## src/rtl/text_pkg.sv

```systemverilog
// Shared widths, attribute layout and font pattern for the text-mode glyph pipeline.
// Pure declarations: no latency, no flow control.
package text_pkg;

  typedef struct packed {
    logic blink;
    logic underline;
  } attr_flags_t;

  localparam int CHAR_BLANK = 32'h20;
  localparam int CHAR_SOLID = 32'hDB;

  function automatic int attr_width(input int color_bits);
    return 2 * color_bits + 2;
  endfunction

  function automatic int x_width(input int glyph_w);
    return $clog2(glyph_w) + 1;
  endfunction

  function automatic int y_width(input int glyph_h);
    return $clog2(glyph_h) + 1;
  endfunction

  // Attribute is packed MSB first as {blink, underline, bg, fg}.
  function automatic int attr_fg_lsb(input int color_bits);
    return 0 * color_bits;
  endfunction

  function automatic int attr_bg_lsb(input int color_bits);
    return color_bits;
  endfunction

  function automatic int attr_ul_pos(input int color_bits);
    return 2 * color_bits;
  endfunction

  function automatic int attr_blink_pos(input int color_bits);
    return 2 * color_bits + 1;
  endfunction

  // Built-in font image: blank and solid cells are exact, other codes get a fixed scramble.
  function automatic logic [15:0] glyph_pattern(input int code, input int row);
    if (code == CHAR_BLANK) return 16'h0000;
    if (code == CHAR_SOLID) return 16'hFFFF;
    return 16'((code * 157) ^ (row * 53) ^ 90);
  endfunction

endpackage

```

## src/rtl/text_glyph_pipeline_glyph_rom.sv

```systemverilog
// Synchronous-read glyph ROM addressed by {char, row}; 1-cycle read latency, read only when en=1.
// No backpressure: the output register simply holds its last row while en=0.
module glyph_rom
  import text_pkg::*;
#(
  parameter int CHAR_BITS = 8,
  parameter int GLYPH_W   = 8,
  parameter int GLYPH_H   = 16
) (
  input  logic                                  clk,
  input  logic                                  en,
  input  logic [CHAR_BITS+$clog2(GLYPH_H)-1:0]  addr,
  output logic [GLYPH_W-1:0]                    data
);

  localparam int ROW_BITS = $clog2(GLYPH_H);

  logic [GLYPH_W-1:0] data_d;
  logic [GLYPH_W-1:0] data_q;

  always_comb begin
    data_d = data_q;
    if (en) begin
      data_d = GLYPH_W'(glyph_pattern(int'(addr[ROW_BITS +: CHAR_BITS]),
                                      int'(addr[ROW_BITS-1:0])));
    end
  end

  always_ff @(posedge clk) begin
    data_q <= data_d;
  end

  assign data = data_q;

endmodule

```

## src/rtl/text_glyph_pipeline.sv

```systemverilog
// Text-mode pixel renderer: char/attr/x/y in, palette index out, fixed 2-cycle latency.
// No backpressure: one request per cycle, valid bit travels with the data.
module text_glyph_pipeline
  import text_pkg::*;
#(
  parameter int GLYPH_W       = 8,
  parameter int GLYPH_H       = 16,
  parameter int CHAR_BITS     = 8,
  parameter int COLOR_BITS    = 4,
  parameter int BLINK_FRAMES  = 16,
  parameter int UNDERLINE_ROW = 15,
  parameter int CURSOR_FIRST  = 14,
  parameter int CURSOR_LAST   = 15
) (
  input  logic                                clk,
  input  logic                                rst,
  input  logic                                in_valid,
  input  logic [CHAR_BITS-1:0]                char_code,
  input  logic [attr_width(COLOR_BITS)-1:0]   attr,
  input  logic [x_width(GLYPH_W)-1:0]         x,
  input  logic [y_width(GLYPH_H)-1:0]         y,
  input  logic                                cursor,
  input  logic                                frame_tick,
  output logic                                out_valid,
  output logic [COLOR_BITS-1:0]               out_color,
  output logic                                out_fg
);

  localparam int XW = x_width(GLYPH_W);
  localparam int YW = y_width(GLYPH_H);
  localparam int YB = $clog2(GLYPH_H);
  localparam int FW = $clog2(BLINK_FRAMES) + 1;

  logic [FW-1:0]         frame_cnt_d, frame_cnt_q;

  logic                  s1_vld_d, s1_vld_q;
  logic [XW-1:0]         s1_x_d, s1_x_q;
  logic [YW-1:0]         s1_y_d, s1_y_q;
  attr_flags_t           s1_flags_d, s1_flags_q;
  logic [COLOR_BITS-1:0] s1_fg_d, s1_fg_q;
  logic [COLOR_BITS-1:0] s1_bg_d, s1_bg_q;
  logic                  s1_cursor_d, s1_cursor_q;
  logic                  s1_cur_ph_d, s1_cur_ph_q;
  logic                  s1_chr_ph_d, s1_chr_ph_q;

  logic                  out_valid_d, out_valid_q;
  logic [COLOR_BITS-1:0] out_color_d, out_color_q;
  logic                  out_fg_d, out_fg_q;

  logic [GLYPH_W-1:0]    rom_data;
  logic                  pix;

  glyph_rom #(
    .CHAR_BITS (CHAR_BITS),
    .GLYPH_W   (GLYPH_W),
    .GLYPH_H   (GLYPH_H)
  ) u_rom (
    .clk  (clk),
    .en   (in_valid),
    .addr ({char_code, y[YB-1:0]}),
    .data (rom_data)
  );

  always_comb begin
    frame_cnt_d = frame_cnt_q;
    if (frame_tick) frame_cnt_d = frame_cnt_q + FW'(1);
  end

  // Phases are sampled from the pre-increment count so a coincident tick affects the next request.
  always_comb begin
    s1_vld_d    = in_valid;
    s1_x_d      = s1_x_q;
    s1_y_d      = s1_y_q;
    s1_flags_d  = s1_flags_q;
    s1_fg_d     = s1_fg_q;
    s1_bg_d     = s1_bg_q;
    s1_cursor_d = s1_cursor_q;
    s1_cur_ph_d = s1_cur_ph_q;
    s1_chr_ph_d = s1_chr_ph_q;
    if (in_valid) begin
      s1_x_d               = x;
      s1_y_d               = y;
      s1_flags_d.blink     = attr[attr_blink_pos(COLOR_BITS)];
      s1_flags_d.underline = attr[attr_ul_pos(COLOR_BITS)];
      s1_fg_d              = attr[attr_fg_lsb(COLOR_BITS) +: COLOR_BITS];
      s1_bg_d              = attr[attr_bg_lsb(COLOR_BITS) +: COLOR_BITS];
      s1_cursor_d          = cursor;
      s1_cur_ph_d          = frame_cnt_q[FW-2];
      s1_chr_ph_d          = frame_cnt_q[FW-1];
    end
  end

  always_comb begin
    pix = 1'b0;
    for (int c = 0; c < GLYPH_W; c++) begin
      if (s1_x_q == XW'(c)) pix = rom_data[GLYPH_W-1-c];
    end
    if (s1_y_q >= YW'(GLYPH_H)) pix = 1'b0;
    if (s1_flags_q.underline && (s1_y_q == YW'(UNDERLINE_ROW))) pix = 1'b1;
    if (s1_flags_q.blink && s1_chr_ph_q) pix = 1'b0;
    // Cursor goes last and ignores the gap-column rule so the block spans the whole cell.
    if (s1_cursor_q && !s1_cur_ph_q &&
        (s1_y_q >= YW'(CURSOR_FIRST)) && (s1_y_q <= YW'(CURSOR_LAST))) pix = ~pix;
  end

  always_comb begin
    out_valid_d = s1_vld_q;
    out_color_d = out_color_q;
    out_fg_d    = out_fg_q;
    if (s1_vld_q) begin
      out_color_d = pix ? s1_fg_q : s1_bg_q;
      out_fg_d    = pix;
    end
  end

  always_ff @(posedge clk) begin
    if (rst) begin
      frame_cnt_q <= '0;
      s1_vld_q    <= 1'b0;
      s1_x_q      <= '0;
      s1_y_q      <= '0;
      s1_flags_q  <= '0;
      s1_fg_q     <= '0;
      s1_bg_q     <= '0;
      s1_cursor_q <= 1'b0;
      s1_cur_ph_q <= 1'b0;
      s1_chr_ph_q <= 1'b0;
      out_valid_q <= 1'b0;
      out_color_q <= '0;
      out_fg_q    <= 1'b0;
    end else begin
      frame_cnt_q <= frame_cnt_d;
      s1_vld_q    <= s1_vld_d;
      s1_x_q      <= s1_x_d;
      s1_y_q      <= s1_y_d;
      s1_flags_q  <= s1_flags_d;
      s1_fg_q     <= s1_fg_d;
      s1_bg_q     <= s1_bg_d;
      s1_cursor_q <= s1_cursor_d;
      s1_cur_ph_q <= s1_cur_ph_d;
      s1_chr_ph_q <= s1_chr_ph_d;
      out_valid_q <= out_valid_d;
      out_color_q <= out_color_d;
      out_fg_q    <= out_fg_d;
    end
  end

  assign out_valid = out_valid_q;
  assign out_color = out_color_q;
  assign out_fg    = out_fg_q;

endmodule

```

## config.mk

```make
export PLATFORM = sky130hd
export DESIGN_NAME = text_glyph_pipeline
export DESIGN_NICKNAME = d
export VERILOG_FILES = /design/src/rtl/text_pkg.sv /design/src/rtl/text_glyph_pipeline_glyph_rom.sv /design/src/rtl/text_glyph_pipeline.sv
export SDC_FILE = /design/constraint.sdc
export NUM_CORES = 1
export LEC_CHECK = 0
export CELL_PAD_IN_SITES_DETAIL_PLACEMENT = 1
export CELL_PAD_IN_SITES_GLOBAL_PLACEMENT = 1
export CORE_MARGIN = 2
export CORE_UTILIZATION = 38
export CTS_CLUSTER_SIZE = 8
export DETAILED_ROUTE_END_ITERATION = 6
export GPL_TIMING_DRIVEN = 0
export HOLD_SLACK_MARGIN = 0.03
export PLACE_DENSITY_LB_ADDON = 0.3
export SETUP_SLACK_MARGIN = 0.1
export SLEW_MARGIN = 20
export SYNTH_ARGS = -nofsm -noshare
export SYNTH_HDL_FRONTEND = slang
export SYNTH_SLANG_ARGS = --single-unit
```

## constraint.sdc

```tcl
create_clock -name clk -period 4.5 [get_ports clk]
set_input_delay 1.35 -clock clk [delete_from_list [all_inputs] [get_ports clk]]
set_output_delay 1.35 -clock clk [all_outputs]
set_load 0.005 [all_outputs]
```

## Word level (Yosys, flattened, before mapping)

Cells that the tools add are included.

- Bits in registers: 42
- Logic and storage cells: 63
- Output and inout bits: 6
- Input port bits: 32

- Add/subtract/negate cells: 1
- $mul: 2
- Reductions and logical operators: 7
- Equal/unequal tests: 10
- Order comparisons: 3
- Muxes and demuxes: 22
- Bitwise gates (word level): 3

Operator list:

| cell | number |
|---|---|
| $mux 8 | 4 |
| $mux 1 | 17 |
| $eq 4x3->1 const B | 4 |
| $eq 8x7->1 const B | 2 |
| $eq 4x2->1 const B | 2 |
| $mul 4x6->8 const B | 1 |
| $mul 8x8->8 const B | 1 |
| $xor 8x8->8 | 1 |
| $add 5x1->5 const B | 1 |
| $eq 5x4->1 const B | 1 |
| $ge 5x4->1 const B | 1 |
| $ge 5x5->1 const B | 1 |
| $le 5x4->1 const B | 1 |
| $logic_and 1x1->1 | 5 |
| $eq 4x1->1 const B | 1 |
| $logic_not 4->1 | 1 |
| $mux 4 | 1 |
| $not 4->4 | 1 |
| $logic_not 1->1 | 1 |
| $not 1->1 | 1 |

## Longest topological paths before layout

Gate-level depths: netlist of run 1.

- Word-level depth: 15
- Mapped depth: 10
- Mapped depth without buffers: 10

## Hierarchy

Synthesis of run 1 repeated with hierarchy kept, for this count alone.

- Cell total of the unflattened synthesis: 235
- Area total of the unflattened synthesis: 2,484.9 µm²

By module, submodules not included:

| module | area an instance (µm²) | instances | sequential area each (µm²) | cells each |
|---|---|---|---|---|
| text_glyph_pipeline | 1,435.1 | 1 | 680.7 | 147 |
| glyph_rom | 1,049.8 | 1 | 240.2 | 88 |

## Worst setup path before layout of run 1

OpenSTA, ideal clock, no wires.

- Path type: input to register
- Start: in char_code[0]
- End: reg u_rom.data_q[7] (netlist: u_rom.data[7]), data pin
- Stages on the path: 10
- Required time: 4.354 ns
- Arrival: 4.138 ns
- Library setup time: 0.146 ns
- Buffers on the path: 0
- Path slack: 0.216 ns
- Cell sequence: fa_1 > ha_1 > ha_1 > fa_1 > ha_1 > a21o_1 > a21oi_1 > xor2_1 > xnor3_1 > a21oi_1

- Longest elaborated chain between the ends: 6
- Elaborated cells on any way between the ends: 12
- Classes of those cells: mul: 1; eq/ne: 2; mux: 8; bitwise: 1

Ends and longest elaborated chain:

| element | line | text |
|---|---|---|
| start: declaration | text_glyph_pipeline.sv:18 | `input logic [CHAR_BITS-1:0] char_code,` |
| parallel branches: the longest is 5 deep, another holds $mul 8x8->8 | -- |  |
| $mux 8 * | text_pkg.sv:45 | `if (code == CHAR_SOLID) return 16'hFFFF;` |
| end signal: assignment | text_glyph_pipeline_glyph_rom.sv:30 | `data_q <= data_d;` |
| end: declaration | text_glyph_pipeline_glyph_rom.sv:19 | `logic [GLYPH_W-1:0] data_q;` |

Every way passes the cells marked *. The select of a mux whose other input is x is not followed.
A chain may end at the register's enable or synchronous reset.

## Final worst setup path of run 1

Same ends and word-level chain as after synthesis.

==> results of run 1 <==
## layout make-up
cell class,instances,area [µm²],area share (%)
clock buffers,7,108,3.49
inverters,6,22.5,0.731
multi-input cells,173,1510,48.9
clock inverters,1,30.0,0.974
flip-flops and latches,42,921,29.9
well taps,77,96.3,3.13
plain buffers,10,37.5,1.22
repair buffers,36,360,11.7
## Yosys cell counts, drive strengths merged, types with 3 or more instances
cell type	instances
nand2	3
inv	6
edfxtp	8
mux2i	23
xnor2	16
fa	7
nand4	7
a311oi	4
nor2	33
clkbuf	8
dfxtp	34
nor2b	3
ha	27
xor2	10
o31ai	4
a21oi	11
and3	3
## per-stage QoR
step           instance area [µm²]  util, %
3_3_place_gp                  2930     46.4
3_5_place_dp                  2930     46.4
6_report                      3080     48.8
2_1_floorplan                 2470        -
5_1_grt                       3080     48.8
4_1_cts                       3070     48.6
## timing repair
action,4_1_cts,5_1_grt
setup buffers,0,0
resized for setup,8,2
pin swaps,1,1
endpoints found under the setup margin,2,1
## power groups by stage
stage,sequential (mW),clock [mW],combinational (mW)
after global routing,0.458,0.375,0.406
final,0.453,0.345,0.362
after floorplan,0.456,0,0.251
after global placement,0.460,0,0.340
after CTS,0.454,0.353,0.350
after detailed placement,0.462,0,0.349
## worst register-to-register path: stages, from the launching register on
cell	delay [ns]
dfxtp_1	0.41
mux4_2	0.52
or2_4	0.27
and3_1	0.20
o31ai_1	0.27
a311oi_1	0.14
## cell families (layout without fill, tap and decap cells)
group	after synthesis	after routing
compound gates	28	28
buf+inv	16	60
fa+ha+maj	34	34
xor+xnor	27	27
simple gates	58	58
flops	42	42
mux	26	26
## path summary, 6_finish.rpt
check | end | cells past startpoint | start | slack, ns
hold / removal | out_fg | 2 | out_fg | 0.49
setup / recovery | u_rom.data[7] | 11 | char_code[0] | 0.25
setup reg to reg | out_color[0] | 5 | s1_x_q[0] | 2.56
hold reg to reg | out_fg | 2 | out_fg | 0.49
## metal layers
metal  wire length [µm]  GRT usage, %  share of wire, %  vias up
li1                   -             -                 -      902
met1               2480          19.0                47      870
met2               2610          26.8                49       30
met3                166          3.24               3.1        7
met4                 68          3.46               1.3        0
met5                  0             0                 0        -
## registers in the layout, summed over array words and instances (netlist names)
name / cells
frame_cnt_q: 5
s1_bg_q: 4
out_valid: 1
s1_y_q: 5
s1_x_q: 4
s1_chr_ph_q: 1
s1_flags_q: 2
out_fg: 1
s1_fg_q: 4
out_color: 4
u_rom.data: 8
s1_cur_ph_q: 1
s1_cursor_q: 1
out_valid_d: 1
## cell usage in the layout (no fill, tap or decap), types with 2 or more instances in the layout
master,n
o31ai_1,4
xnor2_1,16
nor2_1,33
clkbuf_1,8
nand2_1,3
nand4_1,7
a21o_1,2
inv_1,6
and3_1,3
a21oi_1,10
clkdlybuf4s15_2,2
mux2_2,2
a31oi_1,2
mux2i_1,23
fa_1,7
clkbuf_8,6
clkdlybuf4s50_1,32
edfxtp_1,8
nor2b_1,3
xor2_1,10
dlygate4sd2_1,2
a311oi_1,4
dfxtp_1,34
ha_1,26
buf_1,2
==> metrics, run 1 <==
status=completed; FF+latch count, synth=42; Total GRT Usage=15.2%; sequential share of power=39.1%; cell total after placement=344; antenna violations before repair=0; simple-gate area share of the yosys netlist=11.4%; WP buf/inv=1; post-place setup slack=-0.588 ns; Critical Path Source Type=input pin; Switching Share=27.1%; Port Buffer Count=36; LEAKAGE=1.31 nW; CP Cell Sequence=clkdlybuf4s15_2 -> fa_1 -> ha_1 -> ha_1 -> fa_1 -> ha_1 -> a21o_1 -> a21oi_2 -> xor2_1 -> xnor3_1 -> a21oi_1; CTS Buffer Depth=2; DRT antenna net count=0; drt first pass iters=2; sequential area share after synthesis=37.3%; Hold Path Class=flip-flop to flip-flop; Root Driver=clkbuf_8; post-DP HPWL=4.16 mm; Final Power=1.16 mW; I/O pin cnt=38; post-synthesis mux area share=11.1%; PnR worst setup slack=0.254 ns; Worst EP arrival=4.39 ns; required time of the worst setup path=4.65 ns; Non-Filler Instances=352; pin count of the biggest net entering global routing=14; crit end category=flip-flop; Hold Buf Count CTS=0; Die Footprint=7160 µm²; max-cap viol count=0; Hold Slack=0.488 ns; leading area contributor after synthesis=dfxtp_1; Setup TNS=0 ns; share of total power in the clock network=29.7%; Mapped Nets=297; Int Pwr=0.846 mW; CP peak stage delay=0.49 ns; Synth top area share=27.5%; min Tclk post-route=4.25 ns; Netlist cell types=37; Iter 0 DRT Violations=34; xor and xnor area share after synthesis=10.1%; Comb pwr share=31.2%; Net Switching=0.314 mW; final setup fails=0; Tcrit/Tclk final=94.4%; Post-Synth Adder-Cell Area=19.3%; DRC Markers=0; clock skew=0.00861 ns; CP delay by family, top=adder cells; WL/cell=15.1 µm; htree depth=2; nets=340; FP Rows=29; CTS tree=built; most frequent CP cell=ha_1; Die X=84.6 µm; clock transition at the registers of the reported paths=0.08 ns; Post-Syn Area per Cell=10.7 µm²; Post-synth EDFFs=8; die span in y=84.6 µm; Clock Latency Late Sink=0.29 ns; CTS buffer count=5; Core Footprint=6310 µm²; Crit Path Class=input pin to flip-flop; vias in the first global route=1,932; CTS Sinks=42; async set or reset register ratio after synthesis=0%; Max VDD drop=0.000205 V; Main synth FF type=dfxtp_1; Pwr per Cell Area=376 nW/µm²; initial core utilization=39.1%; final wirelength=5.33 mm; Max Slew Vio Count=0; top post-synthesis cells by area=dfxtp_1 (28%), ha_1 (14%), edfxtp_1 (9.7%); share of cells above drive strength 1=7.27%; total gr overflow=0; Layout area overhead=24.7%; Slowest cell on crit path=fa_1; Worst Max-Slew Pin Slew=0.742 ns; RSZ-0062 raised after global routing=false; Via Count=1,809; crit path max fanout=6; antenna cells=0; Worst slew margin=50.5%; Fmax=0.236 GHz; Cell Area, Synth=2470 µm²; Mapped Cells=231; DR vias/cell=5.14; number of fill cells in the layout=706; final hold vios=0; post-synthesis compound-gate area fraction=8.25%; main combinational cell family by area after synthesis=adder cells; Warnings, synthesis=0; global-route wire length before repair=8.76 mm; GPL Wtd Cong=0.777
Note: power is estimated with default switching activity, not from simulation.
==> run 2, diff against run 1 <==
--- a/config.mk
+++ b/config.mk
@@ -13,7 +13,8 @@
 export DETAILED_ROUTE_END_ITERATION = 6
 export GPL_TIMING_DRIVEN = 0
 export HOLD_SLACK_MARGIN = 0.03
-export PLACE_DENSITY_LB_ADDON = 0.3
+export PLACE_DENSITY_LB_ADDON = 0.1
+export RECOVER_POWER = 100
 export SETUP_SLACK_MARGIN = 0.1
 export SLEW_MARGIN = 20
 export SYNTH_ARGS = -nofsm -noshare
==> run 2 against run 1 <==
Compared with the run above:
- via count is 1.2% lower
- clock-buffer cell count is 1 lower
- first-iteration DRC count is 21% lower
- cell count stayed put
- clock power is 32% lower
- utilization is 1.4 points lower
- register-to-register slack worse by 0.22 ns
==> metrics, run 2 (same netlist as run 1, synthesis figures left out) <==
htree depth=2 (unchanged); CTS buffer count=5 (unchanged); RSZ-0062 raised after global routing=true (was false); CP peak stage delay=0.49 ns (about the same); antenna cells=0 (unchanged); required time of the worst setup path=4.64 ns (was 4.65 ns); number of fill cells in the layout=718 (was 706); Max VDD drop=0.000130 V (was 0.000205 V); CTS tree=built (unchanged); area post-placement=2930 µm² (unchanged); total gr overflow=0 (unchanged); Fmax=0.233 GHz (was 0.236 GHz); Total GRT Usage=15.7% (was 15.2%); max-cap viol count=0 (unchanged); most frequent CP cell=ha_1 (unchanged); CP delay by family, top=adder cells (unchanged); DRC Markers=0 (unchanged); WL/cell=14.7 µm (was 15.1 µm); clock transition at the registers of the reported paths=0.08 ns (about the same); min Tclk post-route=4.28 ns (was 4.25 ns); Non-Filler Instances=352 (unchanged); leading cell type in the layout, fill and taps excluded=dfxtp_1 (unchanged); FP Rows=29 (unchanged); global-route wire length before repair=8.70 mm (was 8.76 mm); max reg flops=8 (unchanged); final hold vios=0 (unchanged); Root Driver=clkbuf_8 (unchanged); CTS Sinks=42 (unchanged); Worst EP arrival=4.42 ns (was 4.39 ns); final setup fails=0 (unchanged); DR vias/cell=5.08 (was 5.14); Design Area, Final=2990 µm² (was 3080 µm²); Core Footprint=6310 µm² (unchanged); Sequential Area=921 µm² (unchanged); Die X=84.6 µm (unchanged); Iter 0 DRT Violations=27 (was 34); cell total after placement=344 (unchanged); Pwr per Cell Area=342 nW/µm² (was 376 nW/µm²); clock skew=0.00843 ns (was 0.00861 ns); Worst Max-Slew Pin Slew=0.731 ns (was 0.742 ns); crit path max fanout=4 (was 6); Layout area overhead=21.1% (was 24.7%); initial core utilization=39.1% (unchanged); WP buf/inv=1 (unchanged); pin count of the biggest net entering global routing=14 (unchanged); Crit Path Class=input pin to flip-flop (unchanged); Worst slew margin=51.3% (was 50.5%); sequential share of power=44.1% (was 39.1%); CP Cell Sequence=dlygate4sd2_1 -> fa_1 -> ha_1 -> ha_1 -> fa_1 -> ha_1 -> a21o_1 -> a21oi_1 -> xor2_1 -> xnor3_1 -> a21oi_1 (was clkdlybuf4s15_2 -> fa_1 -> ha_1 -> ha_1 -> fa_1 -> ha_1 -> a21o_1 -> a21oi_2 -> xor2_1 -> xnor3_1 -> a21oi_1); crit end category=flip-flop (unchanged); vias in the first global route=1,852 (was 1,932); most frequent cells in the layout=dfxtp_1 (34), nor2_1 (33), ha_1 (27) (was dfxtp_1 (34), nor2_1 (33), clkdlybuf4s50_1 (32)); I/O pin cnt=38 (unchanged); Slowest cell on crit path=fa_1 (unchanged); Clock Latency Late Sink=0.29 ns (about the same); Tcrit/Tclk final=95.2% (was 94.4%); Multi-input gate area=1480 µm² (was 1510 µm²); drt first pass iters=4 (was 2); Final Power=1.02 mW (was 1.16 mW); Port Buffer Count=36 (unchanged); LEAKAGE=1.30 nW (was 1.31 nW); post-DP HPWL=4.23 mm (was 4.16 mm); die span in y=84.6 µm (unchanged); Switching Share=29.2% (was 27.1%); antenna violations before repair=0 (unchanged); Hold Slack=0.491 ns (was 0.488 ns); CTS Buffer Depth=2 (unchanged); Max Slew Vio Count=0 (unchanged); share of cells above drive strength 1=5.09% (was 7.27%); Hold Buf Count CTS=0 (unchanged); Net Switching=0.299 mW (was 0.314 mW); status=completed (unchanged); final wirelength=5.18 mm (was 5.33 mm); Die Footprint=7160 µm² (unchanged); Int Pwr=0.725 mW (was 0.846 mW); Critical Path Source Type=input pin (unchanged); nets=340 (unchanged); share of total power in the clock network=23.1% (was 29.7%); Via Count=1,787 (was 1,809); DRT antenna net count=0 (unchanged); Comb pwr share=32.8% (was 31.2%); Hold Path Class=flip-flop to flip-flop (unchanged); GPL Wtd Cong=0.740 (was 0.777)
run 2: final timing paths:
kind | startpoint | endpoint | slack (ns) | cells past startpoint
worst max-delay path | char_code[2] | u_rom.data[7] | 0.22 | 11
worst min-delay path | out_fg | out_fg | 0.49 | 2
worst max register to register | s1_x_q[0] | out_color[1] | 2.34 | 5
worst min register to register | out_fg | out_fg | 0.49 | 2
run 2: worst reg2reg max path: stages, from the launching register on:
cell and delay (ns):
dfxtp_1 0.39, mux4_2 0.50, or2_0 0.28, a21boi_0 0.47, o31ai_1 0.18, a311oi_1 0.26
run 2: through the flow:
stage | TNS [ns] | utilization (%) | setup slack (ns)
global placement | -1.22 | 46.4 | -0.669
CTS | 0 | 47.8 | 0.212
detailed placement | -1.25 | 46.4 | -0.675
global route | 0 | 47.4 | 0.0548
floorplan | 0 | - | 0.216
finish | 0 | 47.4 | 0.216
run 2: layout make-up:
| type | count | share of cell area [%] |
|---|---|---|
| Clock buffer | 6 | 2.43 |
| Timing Repair Buffer | 36 | 11.8 |
| Inverter | 6 | 0.753 |
| Multi-Input combinational cell | 173 | 49.4 |
| Buffer | 10 | 1.25 |
| Clock inverter | 2 | 0.460 |
| Sequential cell | 42 | 30.8 |
| Tap cell | 77 | 3.22 |
run 2: routing by layer:
layer / global-route usage (%) / vias to the layer above / wire length [µm]
li1: - / 907 / -
met1: 17.7 / 844 / 2190
met2: 28.4 / 30 / 2720
met3: 2.95 / 6 / 162
met4: 7.36 / 0 / 107
met5: 0 / - / 0
run 2: timing repair:
| action | 4_1_cts | 5_1_grt |
|---|---|---|
| buffers inserted | 0 | 0 |
| gates cloned | 0 | 0 |
| gates resized for setup | 10 | 0 |
| setup endpoints to repair | 2 | 1 |
| pin swaps | 2 | 0 |
run 2: power by group through the flow:
stage          clock (mW)  combinational [mW]  sequential, mW
2_1_floorplan           0               0.251           0.456
3_3_place_gp            0               0.351           0.460
3_5_place_dp            0               0.356           0.462
4_1_cts             0.247               0.359           0.453
5_1_grt             0.262               0.381           0.458
6_report            0.236               0.336           0.452
==> run 3, diff against run 2 <==
--- a/config.mk
+++ b/config.mk
@@ -16,7 +16,7 @@
 export PLACE_DENSITY_LB_ADDON = 0.1
 export RECOVER_POWER = 100
 export SETUP_SLACK_MARGIN = 0.1
-export SLEW_MARGIN = 20
+export SLEW_MARGIN = 10
 export SYNTH_ARGS = -nofsm -noshare
 export SYNTH_HDL_FRONTEND = slang
 export SYNTH_SLANG_ARGS = --single-unit
==> results of run 3 <==
No change in the layout: final DEF, timing and power equal those of run 2.
